## src/rtl/cfo_nco_derotator.sv

```systemverilog
// NCO and complex derotator: phase accumulator driven by the CFO loop frequency word,
// quarter-wave sin/cos LUT, and a 4-stage multiply-by-e^(-j*theta) pipeline.
module cfo_nco_derotator #(
  parameter int PHASE_WIDTH = 32,
  parameter int DATA_WIDTH  = 16,
  parameter int AMP_WIDTH   = 16,
  parameter int LUT_ADDR    = 10
) (
  input  logic                          clk,
  input  logic                          rst,
  input  logic                          freq_valid_i,
  input  logic [PHASE_WIDTH-1:0]        freq_word_i,
  input  logic                          din_valid_i,
  input  logic signed [DATA_WIDTH-1:0]  din_i_i,
  input  logic signed [DATA_WIDTH-1:0]  din_q_i,
  output logic                          dout_valid_o,
  output logic signed [DATA_WIDTH-1:0]  dout_i_o,
  output logic signed [DATA_WIDTH-1:0]  dout_q_o,
  output logic [PHASE_WIDTH-1:0]        phase_o
);

  localparam int FW       = LUT_ADDR - 2;
  localparam int LUT_SIZE = 2 ** FW;
  localparam int PROD_W   = DATA_WIDTH + AMP_WIDTH;
  localparam int SUM_W    = PROD_W + 1;
  localparam int SHIFT    = AMP_WIDTH - 1;

  localparam logic signed [SUM_W-1:0] C_ROUND = SUM_W'(2 ** (AMP_WIDTH - 2));
  localparam logic signed [SUM_W-1:0] C_MAX   = SUM_W'(2 ** (DATA_WIDTH - 1) - 1);
  localparam logic signed [SUM_W-1:0] C_MIN   = ~C_MAX;

  // Elaboration-time sine evaluated at the centre of each table bin.
  function automatic logic signed [AMP_WIDTH-1:0] lut_entry(input int k);
    real x;
    real term;
    real s;
    x    = 2.0 * 3.14159265358979323846 * (real'(k) + 0.5) / real'(2 ** LUT_ADDR);
    term = x;
    s    = x;
    for (int n = 1; n < 20; n++) begin
      term = -term * x * x / real'((2 * n) * (2 * n + 1));
      s    = s + term;
    end
    return AMP_WIDTH'($rtoi(s * real'(2 ** (AMP_WIDTH - 1) - 1) + 0.5));
  endfunction

  function automatic logic signed [DATA_WIDTH-1:0] sat(input logic signed [SUM_W-1:0] v);
    logic signed [DATA_WIDTH-1:0] res;
    if (v > C_MAX) begin
      res = C_MAX[DATA_WIDTH-1:0];
    end else if (v < C_MIN) begin
      res = C_MIN[DATA_WIDTH-1:0];
    end else begin
      res = v[DATA_WIDTH-1:0];
    end
    return res;
  endfunction

  logic signed [AMP_WIDTH-1:0] w_rom [0:LUT_SIZE-1];

  for (genvar g = 0; g < LUT_SIZE; g++) begin : g_rom
    localparam logic signed [AMP_WIDTH-1:0] C_VAL = lut_entry(g);
    assign w_rom[g] = C_VAL;
  end

  logic [PHASE_WIDTH-1:0]       r_acc;
  logic [PHASE_WIDTH-1:0]       r_freq;
  logic [PHASE_WIDTH-1:0]       w_freq_eff;

  logic                         r_s1_valid;
  logic signed [DATA_WIDTH-1:0] r_s1_i;
  logic signed [DATA_WIDTH-1:0] r_s1_q;
  logic [PHASE_WIDTH-1:0]       r_s1_phase;
  logic [1:0]                   r_s1_quad;
  logic [FW-1:0]                r_s1_addr;

  logic [FW-1:0]                w_addr_rev;
  logic signed [AMP_WIDTH-1:0]  w_t_fwd;
  logic signed [AMP_WIDTH-1:0]  w_t_rev;
  logic signed [AMP_WIDTH-1:0]  w_sin;
  logic signed [AMP_WIDTH-1:0]  w_cos;

  logic                         r_s2_valid;
  logic signed [DATA_WIDTH-1:0] r_s2_i;
  logic signed [DATA_WIDTH-1:0] r_s2_q;
  logic [PHASE_WIDTH-1:0]       r_s2_phase;
  logic signed [AMP_WIDTH-1:0]  r_s2_sin;
  logic signed [AMP_WIDTH-1:0]  r_s2_cos;

  logic                         r_s3_valid;
  logic [PHASE_WIDTH-1:0]       r_s3_phase;
  logic signed [PROD_W-1:0]     r_s3_ic;
  logic signed [PROD_W-1:0]     r_s3_qs;
  logic signed [PROD_W-1:0]     r_s3_qc;
  logic signed [PROD_W-1:0]     r_s3_is;

  logic signed [SUM_W-1:0]      w_sum_i;
  logic signed [SUM_W-1:0]      w_sum_q;
  logic signed [SUM_W-1:0]      w_shr_i;
  logic signed [SUM_W-1:0]      w_shr_q;

  // A word arriving with a sample only affects the increment applied after it.
  assign w_freq_eff = freq_valid_i ? freq_word_i : r_freq;

  // Frequency register and phase accumulator; the accumulator moves only on samples.
  always_ff @(posedge clk) begin
    if (rst) begin
      r_freq <= '0;
      r_acc  <= '0;
    end else begin
      if (freq_valid_i) begin
        r_freq <= freq_word_i;
      end
      if (din_valid_i) begin
        r_acc <= r_acc + w_freq_eff;
      end
    end
  end

  // S1: capture sample, phase and table address.
  always_ff @(posedge clk) begin
    if (rst) begin
      r_s1_valid <= 1'b0;
      r_s1_i     <= '0;
      r_s1_q     <= '0;
      r_s1_phase <= '0;
      r_s1_quad  <= 2'd0;
      r_s1_addr  <= '0;
    end else begin
      r_s1_valid <= din_valid_i;
      if (din_valid_i) begin
        r_s1_i     <= din_i_i;
        r_s1_q     <= din_q_i;
        r_s1_phase <= r_acc;
        r_s1_quad  <= r_acc[PHASE_WIDTH-1 -: 2];
        r_s1_addr  <= r_acc[PHASE_WIDTH-3 -: FW];
      end
    end
  end

  assign w_addr_rev = ~r_s1_addr;
  assign w_t_fwd    = w_rom[r_s1_addr];
  assign w_t_rev    = w_rom[w_addr_rev];

  // Quadrant folding of the quarter-wave table into full-turn sin/cos.
  always_comb begin
    w_sin = w_t_fwd;
    w_cos = w_t_rev;
    case (r_s1_quad)
      2'd0: begin
        w_sin = w_t_fwd;
        w_cos = w_t_rev;
      end
      2'd1: begin
        w_sin = w_t_rev;
        w_cos = -w_t_fwd;
      end
      2'd2: begin
        w_sin = -w_t_fwd;
        w_cos = -w_t_rev;
      end
      default: begin
        w_sin = -w_t_rev;
        w_cos = w_t_fwd;
      end
    endcase
  end

  // S2: registered LUT read with sign applied.
  always_ff @(posedge clk) begin
    if (rst) begin
      r_s2_valid <= 1'b0;
      r_s2_i     <= '0;
      r_s2_q     <= '0;
      r_s2_phase <= '0;
      r_s2_sin   <= '0;
      r_s2_cos   <= '0;
    end else begin
      r_s2_valid <= r_s1_valid;
      if (r_s1_valid) begin
        r_s2_i     <= r_s1_i;
        r_s2_q     <= r_s1_q;
        r_s2_phase <= r_s1_phase;
        r_s2_sin   <= w_sin;
        r_s2_cos   <= w_cos;
      end
    end
  end

  // S3: four full-precision products.
  always_ff @(posedge clk) begin
    if (rst) begin
      r_s3_valid <= 1'b0;
      r_s3_phase <= '0;
      r_s3_ic    <= '0;
      r_s3_qs    <= '0;
      r_s3_qc    <= '0;
      r_s3_is    <= '0;
    end else begin
      r_s3_valid <= r_s2_valid;
      if (r_s2_valid) begin
        r_s3_phase <= r_s2_phase;
        r_s3_ic    <= PROD_W'(r_s2_i) * PROD_W'(r_s2_cos);
        r_s3_qs    <= PROD_W'(r_s2_q) * PROD_W'(r_s2_sin);
        r_s3_qc    <= PROD_W'(r_s2_q) * PROD_W'(r_s2_cos);
        r_s3_is    <= PROD_W'(r_s2_i) * PROD_W'(r_s2_sin);
      end
    end
  end

  // Multiplying by e^(-j*theta): yI = I*cos + Q*sin, yQ = Q*cos - I*sin, round half up.
  assign w_sum_i = SUM_W'(r_s3_ic) + SUM_W'(r_s3_qs) + C_ROUND;
  assign w_sum_q = SUM_W'(r_s3_qc) - SUM_W'(r_s3_is) + C_ROUND;
  assign w_shr_i = w_sum_i >>> SHIFT;
  assign w_shr_q = w_sum_q >>> SHIFT;

  // S4: saturate into the output registers, which hold between samples.
  always_ff @(posedge clk) begin
    if (rst) begin
      dout_valid_o <= 1'b0;
      dout_i_o     <= '0;
      dout_q_o     <= '0;
      phase_o      <= '0;
    end else begin
      dout_valid_o <= r_s3_valid;
      if (r_s3_valid) begin
        dout_i_o <= sat(w_shr_i);
        dout_q_o <= sat(w_shr_q);
        phase_o  <= r_s3_phase;
      end
    end
  end

endmodule

```

## config.mk

```make
export PLATFORM = sky130hd
export DESIGN_NAME = cfo_nco_derotator
export DESIGN_NICKNAME = d
export VERILOG_FILES = /design/src/rtl/cfo_nco_derotator.sv
export SDC_FILE = /design/constraint.sdc
export NUM_CORES = 2
export LEC_CHECK = 0
export BUFFER_PORTS_ARGS = -buffer_cell sky130_fd_sc_hd__buf_2
export CAP_MARGIN = 20
export CORE_ASPECT_RATIO = 0.8
export CORE_MARGIN = 3
export CORE_UTILIZATION = 60
export DETAILED_ROUTE_END_ITERATION = 8
export MAX_ROUTING_LAYER = met4
export PLACE_DENSITY = 0.8
export SKIP_LAST_GASP = 1
export SYNTH_ARGS = -nofsm -noshare
export SYNTH_HDL_FRONTEND = slang
export SYNTH_SLANG_ARGS = --single-unit
export TNS_END_PERCENT = 5
```

## constraint.sdc

```tcl
create_clock -name clk -period 8.4 [get_ports clk]
set_input_delay 0.84 -clock clk [delete_from_list [all_inputs] [get_ports clk]]
set_output_delay 0.84 -clock clk [all_outputs]
set_load 0.05 [all_outputs]
```

==> impl_results.rst <==
.. list-table::
   :header-rows: 1

   * - Metric
     - Value
   * - Result of the run
     - finished clean
   * - Number of global-route vias before repair
     - between 50k and 60k
   * - Mean routed wirelength per cell
     - ~24 µm
   * - Area share of the largest cell type after synthesis
     - 0.308
   * - Cells on worst reg2reg path
     - 22
   * - Yosys warning count
     - 0
   * - Type of the tightest min-delay check
     - in -> reg
   * - Cell at the slowest stage of the critical path
     - sky130_fd_sc_hd__dfxtp_1
   * - Initial antenna violation count
     - 11
   * - CTS tree
     - built
   * - Largest stage delay, worst path
     - 890 ps
   * - Floorplan die width
     - 383 µm
   * - Number of pins exceeding their max-slew limit in the final report
     - 0
   * - Post-route setup TNS
     - 0 ps
   * - Average footprint of a synthesized cell
     - just under 9 µm²
   * - Number of levels in the clock H-tree
     - 2
   * - Arrival @ worst endpoint
     - 7920 ps
   * - Residual antenna-violating net count after detailed routing
     - 0
   * - Count of final setup violators
     - 0
   * - Final net count
     - 9338
   * - Number of detailed-routing iterations run before antenna repair
     - 7
   * - P per Cell Area
     - 98.9 nW/µm²
   * - Post-cts repair resize count
     - 0
   * - Final worst path period share
     - 0.876
   * - Number of flops mapped to enable cells by yosys
     - 0
   * - Overflow left after global routing
     - 0
   * - Number of buffers inserted for hold repair after clock tree synthesis
     - 0
   * - Worst hold slack across all endpoints
     - 413 ps
   * - Sum of buffers and inverters on the critical path
     - 5
   * - Dominant cell type by count on the critical path
     - sky130_fd_sc_hd__fa_1
   * - Vias after detailed routing
     - around 57k
   * - Synthesized instance count
     - 7844
   * - Total GRT Usage
     - 0.392
   * - Largest fanout on the critical path
     - 23
   * - Final hold violations
     - 0
   * - Height of the die
     - between 300 and 400 µm
   * - Top cells by area in the synthesized netlist
     - sky130_fd_sc_hd__fa_1 (31%), sky130_fd_sc_hd__dfxtp_1 (13%), sky130_fd_sc_hd__ha_1 (9.5%)
   * - Number of I/O port buffers
     - around 130
   * - Final wirelength
     - between 200000 and 250000 µm
   * - Type of origin of the critical path
     - register
   * - Worst hold stages
     - 3
   * - Static Leak
     - 34.9 nW
   * - Final setup skew
     - 92.0 ps
   * - Area of the die
     - 118000 µm²
   * - Clk sink count
     - about 450
   * - Maximum number of pins on one net before global-route repair
     - 178
   * - Nature of the critical path endpoint
     - register
   * - Post-synthesis async set-or-reset flop share
     - 0
   * - Crit-path cells
     - buf_4 > and2_1 > fa_1 > inv_1 > fa_1 > fa_1 > inv_1 > fa_1 > fa_1 > inv_1 > fa_1 > inv_1 > ha_1 > nand4_1 > nor3_1 > o2111ai_1 > a31oi_1 > nand2_1 > a31o_2 > o31ai_1 > mux2_2 > a311o_1
   * - Root cell of the clock tree
     - sky130_fd_sc_hd__clkbuf_16
   * - TritonCTS Buffers
     - 50
   * - Count of boundary I/O pins
     - 133
   * - Least-Margin Pin Slew
     - ~1300 ps
   * - Distinct cell type count after synthesis
     - 97
   * - Detailed-route vias per instance
     - 6.11
   * - Worst max-slew margin expressed relative to the limit
     - 0.135
   * - Layout overhead on the synthesized area
     - 5.12%
   * - Max-cap violation count
     - 0
   * - Cell Rows
     - 110
   * - Category of cells accounting for the largest share of critical-path delay
     - adder cells
   * - Area of the core
     - 113000 µm²
   * - RSZ-0062 raised after global routing
     - false
   * - Wire length of the first global-routing pass
     - 347000 µm
   * - Gp weighted congestion
     - 1.07
   * - Maximum clock path buffer count
     - 3
   * - Library cell with the largest summed area after synthesis
     - sky130_fd_sc_hd__fa_1
   * - Main flop type after synthesis
     - sky130_fd_sc_hd__dfxtp_1
   * - Clk_lat worst skew
     - 680 ps
   * - Total of flip-flops plus latches after synthesis
     - 452
   * - Number of DRC markers after the initial detailed-route iteration
     - just over 6k
   * - Post-Syn Nets
     - 9482
   * - Worst vdd rail ir drop
     - roughly 200 µV
   * - Fraction of final layout cells with drive strength greater than 1
     - 0.0632
   * - Post-CTS setup buffers
     - 0
   * - Share of synthesized area occupied by flip-flops and latches
     - 0.132
   * - Post-route DRC
     - 0
   * - Total stage count of the critical path
     - 22
   * - Post-synth design cell area
     - 68400 µm²
   * - Tmin final
     - roughly 7400 ps
   * - Setup CP Type
     - reg -> reg
   * - CP required
     - 8960 ps
   * - Max frequency
     - 136 MHz
   * - Clock edge transition at the registers on the reported setup and hold paths
     - 70 ps
   * - Effective utilization at floorplan
     - 0.606
   * - Half-perimeter wire length after detailed placement
     - 173000 µm
[final timing paths]
check	start	end	slack, ps
worst max-delay path	r_s2_i[6]	r_s3_ic[30]	1040
worst min-delay path	din_i_i[14]	r_s1_i[14]	410
worst max register to register	r_s2_i[6]	r_s3_ic[30]	1040
worst min register to register	r_s3_qc[30]	r_s3_qc[30]	470
[metal layers]
| layer | track usage | routed length [µm] | vias to the layer above |
|---|---|---|---|
| li1 | - | - | 24976 |
| met1 | 0.526 | 91400 | 27989 |
| met2 | 0.560 | 94200 | 3079 |
| met3 | 0.109 | 26300 | 559 |
| met4 | 0.162 | 11300 | 0 |
| met5 | - | 0 | - |
[through the flow]
stage	utilization	area, µm²	instances	worst slack (ps)	power, mW
final	0.637	71900	9264	1040	7.11
after global routing	0.637	71900	9261	642	7.38
after CTS	0.636	71800	9251	1140	7.04
after detailed placement	0.621	70100	9159	1080	4.70
after global placement	0.621	70100	9159	1230	4.67
after floorplan	-	68400	7844	2010	3.93
[sequential cells by signal, summed over array words and instances, names as in the netlist, 32 cells and up]
register	cells
r_s3_qc	32
r_s1_phase	32
r_s3_ic	32
r_s2_phase	32
r_freq	32
r_s3_phase	32
r_s3_qs	32
r_s3_is	32
r_acc	32
phase_o	32
[logic make-up (layout without fill, tap and decap cells)]
group                    Yosys count  count (layout)  share of synthesized area
other                              0              12                          0
XOR/XNOR                         207             207                     0.0265
flip-flops                       452             452                      0.132
multiplexers                     371             371                     0.0573
adder cells (fa/ha/maj)         1570            1570                      0.403
AND/OR/NAND/NOR                 2296            2296                      0.162
AO/OA/AOI/OAI                   1195            1195                      0.119
buffers and inverters           1753            1649                      0.100
[area by class of cell]
type / count / area [µm²]
multi-input combinational: 5639 / 52500
fill: 9433 / 41000
sequential: 452 / 9070
inverter: 1270 / 4770
timing repair buffer: 287 / 1910
tap: 1512 / 1890
clock buffer: 67 / 1390
clock inverter: 25 / 339
antenna: 12 / 30.0
[placed cells by master, fill, tap and decap left out, types with 27 or more instances in the layout]
cell type and count:
sky130_fd_sc_hd__nor3_1 89, sky130_fd_sc_hd__o311ai_0 32, sky130_fd_sc_hd__a221oi_1 27, sky130_fd_sc_hd__nor2_1 595
sky130_fd_sc_hd__nand2_1 684, sky130_fd_sc_hd__mux2_2 45, sky130_fd_sc_hd__a31oi_1 62, sky130_fd_sc_hd__and2_1 547
sky130_fd_sc_hd__nand4_1 27, sky130_fd_sc_hd__mux2i_1 314, sky130_fd_sc_hd__o21a_1 30, sky130_fd_sc_hd__clkbuf_16 50
sky130_fd_sc_hd__a21oi_1 244, sky130_fd_sc_hd__ha_1 518, sky130_fd_sc_hd__nand3_1 84, sky130_fd_sc_hd__a211oi_1 107
sky130_fd_sc_hd__o211ai_1 50, sky130_fd_sc_hd__o21ai_0 230, sky130_fd_sc_hd__a21o_1 95, sky130_fd_sc_hd__dfxtp_1 443
sky130_fd_sc_hd__xor2_1 62, sky130_fd_sc_hd__inv_1 1267, sky130_fd_sc_hd__nor2b_1 57, sky130_fd_sc_hd__buf_2 130
sky130_fd_sc_hd__a311oi_1 33, sky130_fd_sc_hd__buf_4 150, sky130_fd_sc_hd__nand2b_1 91, sky130_fd_sc_hd__xnor2_1 145
sky130_fd_sc_hd__o31ai_1 29, sky130_fd_sc_hd__fa_1 1052
[tightest hold or removal path: stages]
cell	delay (ps)
sky130_fd_sc_hd__buf_2	80
sky130_fd_sc_hd__mux2i_1	60
sky130_fd_sc_hd__nor2_1	70
[where the power goes]
group	leakage, nW	internal [mW]	switching (mW)
logic	30.4	0.826	1.55
registers	3.68	2.23	0.160
clock network	0.834	1.31	1.04
total	34.9	4.36	2.74
[synthesized netlist by cell type (77+ instances only)]
cell,number
sky130_fd_sc_hd__a211oi_1,107
sky130_fd_sc_hd__a21o_1,95
sky130_fd_sc_hd__a21oi_1,244
sky130_fd_sc_hd__and2_1,547
sky130_fd_sc_hd__buf_2,77
sky130_fd_sc_hd__clkbuf_1,335
sky130_fd_sc_hd__dfxtp_1,452
sky130_fd_sc_hd__fa_1,1052
sky130_fd_sc_hd__ha_1,518
sky130_fd_sc_hd__inv_1,1267
sky130_fd_sc_hd__mux2i_1,314
sky130_fd_sc_hd__nand2_1,684
sky130_fd_sc_hd__nand2b_1,91
sky130_fd_sc_hd__nand3_1,84
sky130_fd_sc_hd__nor2_1,596
sky130_fd_sc_hd__nor3_1,89
sky130_fd_sc_hd__o21ai_0,230
sky130_fd_sc_hd__xnor2_1,145
(Power assumes the default switching activity.)
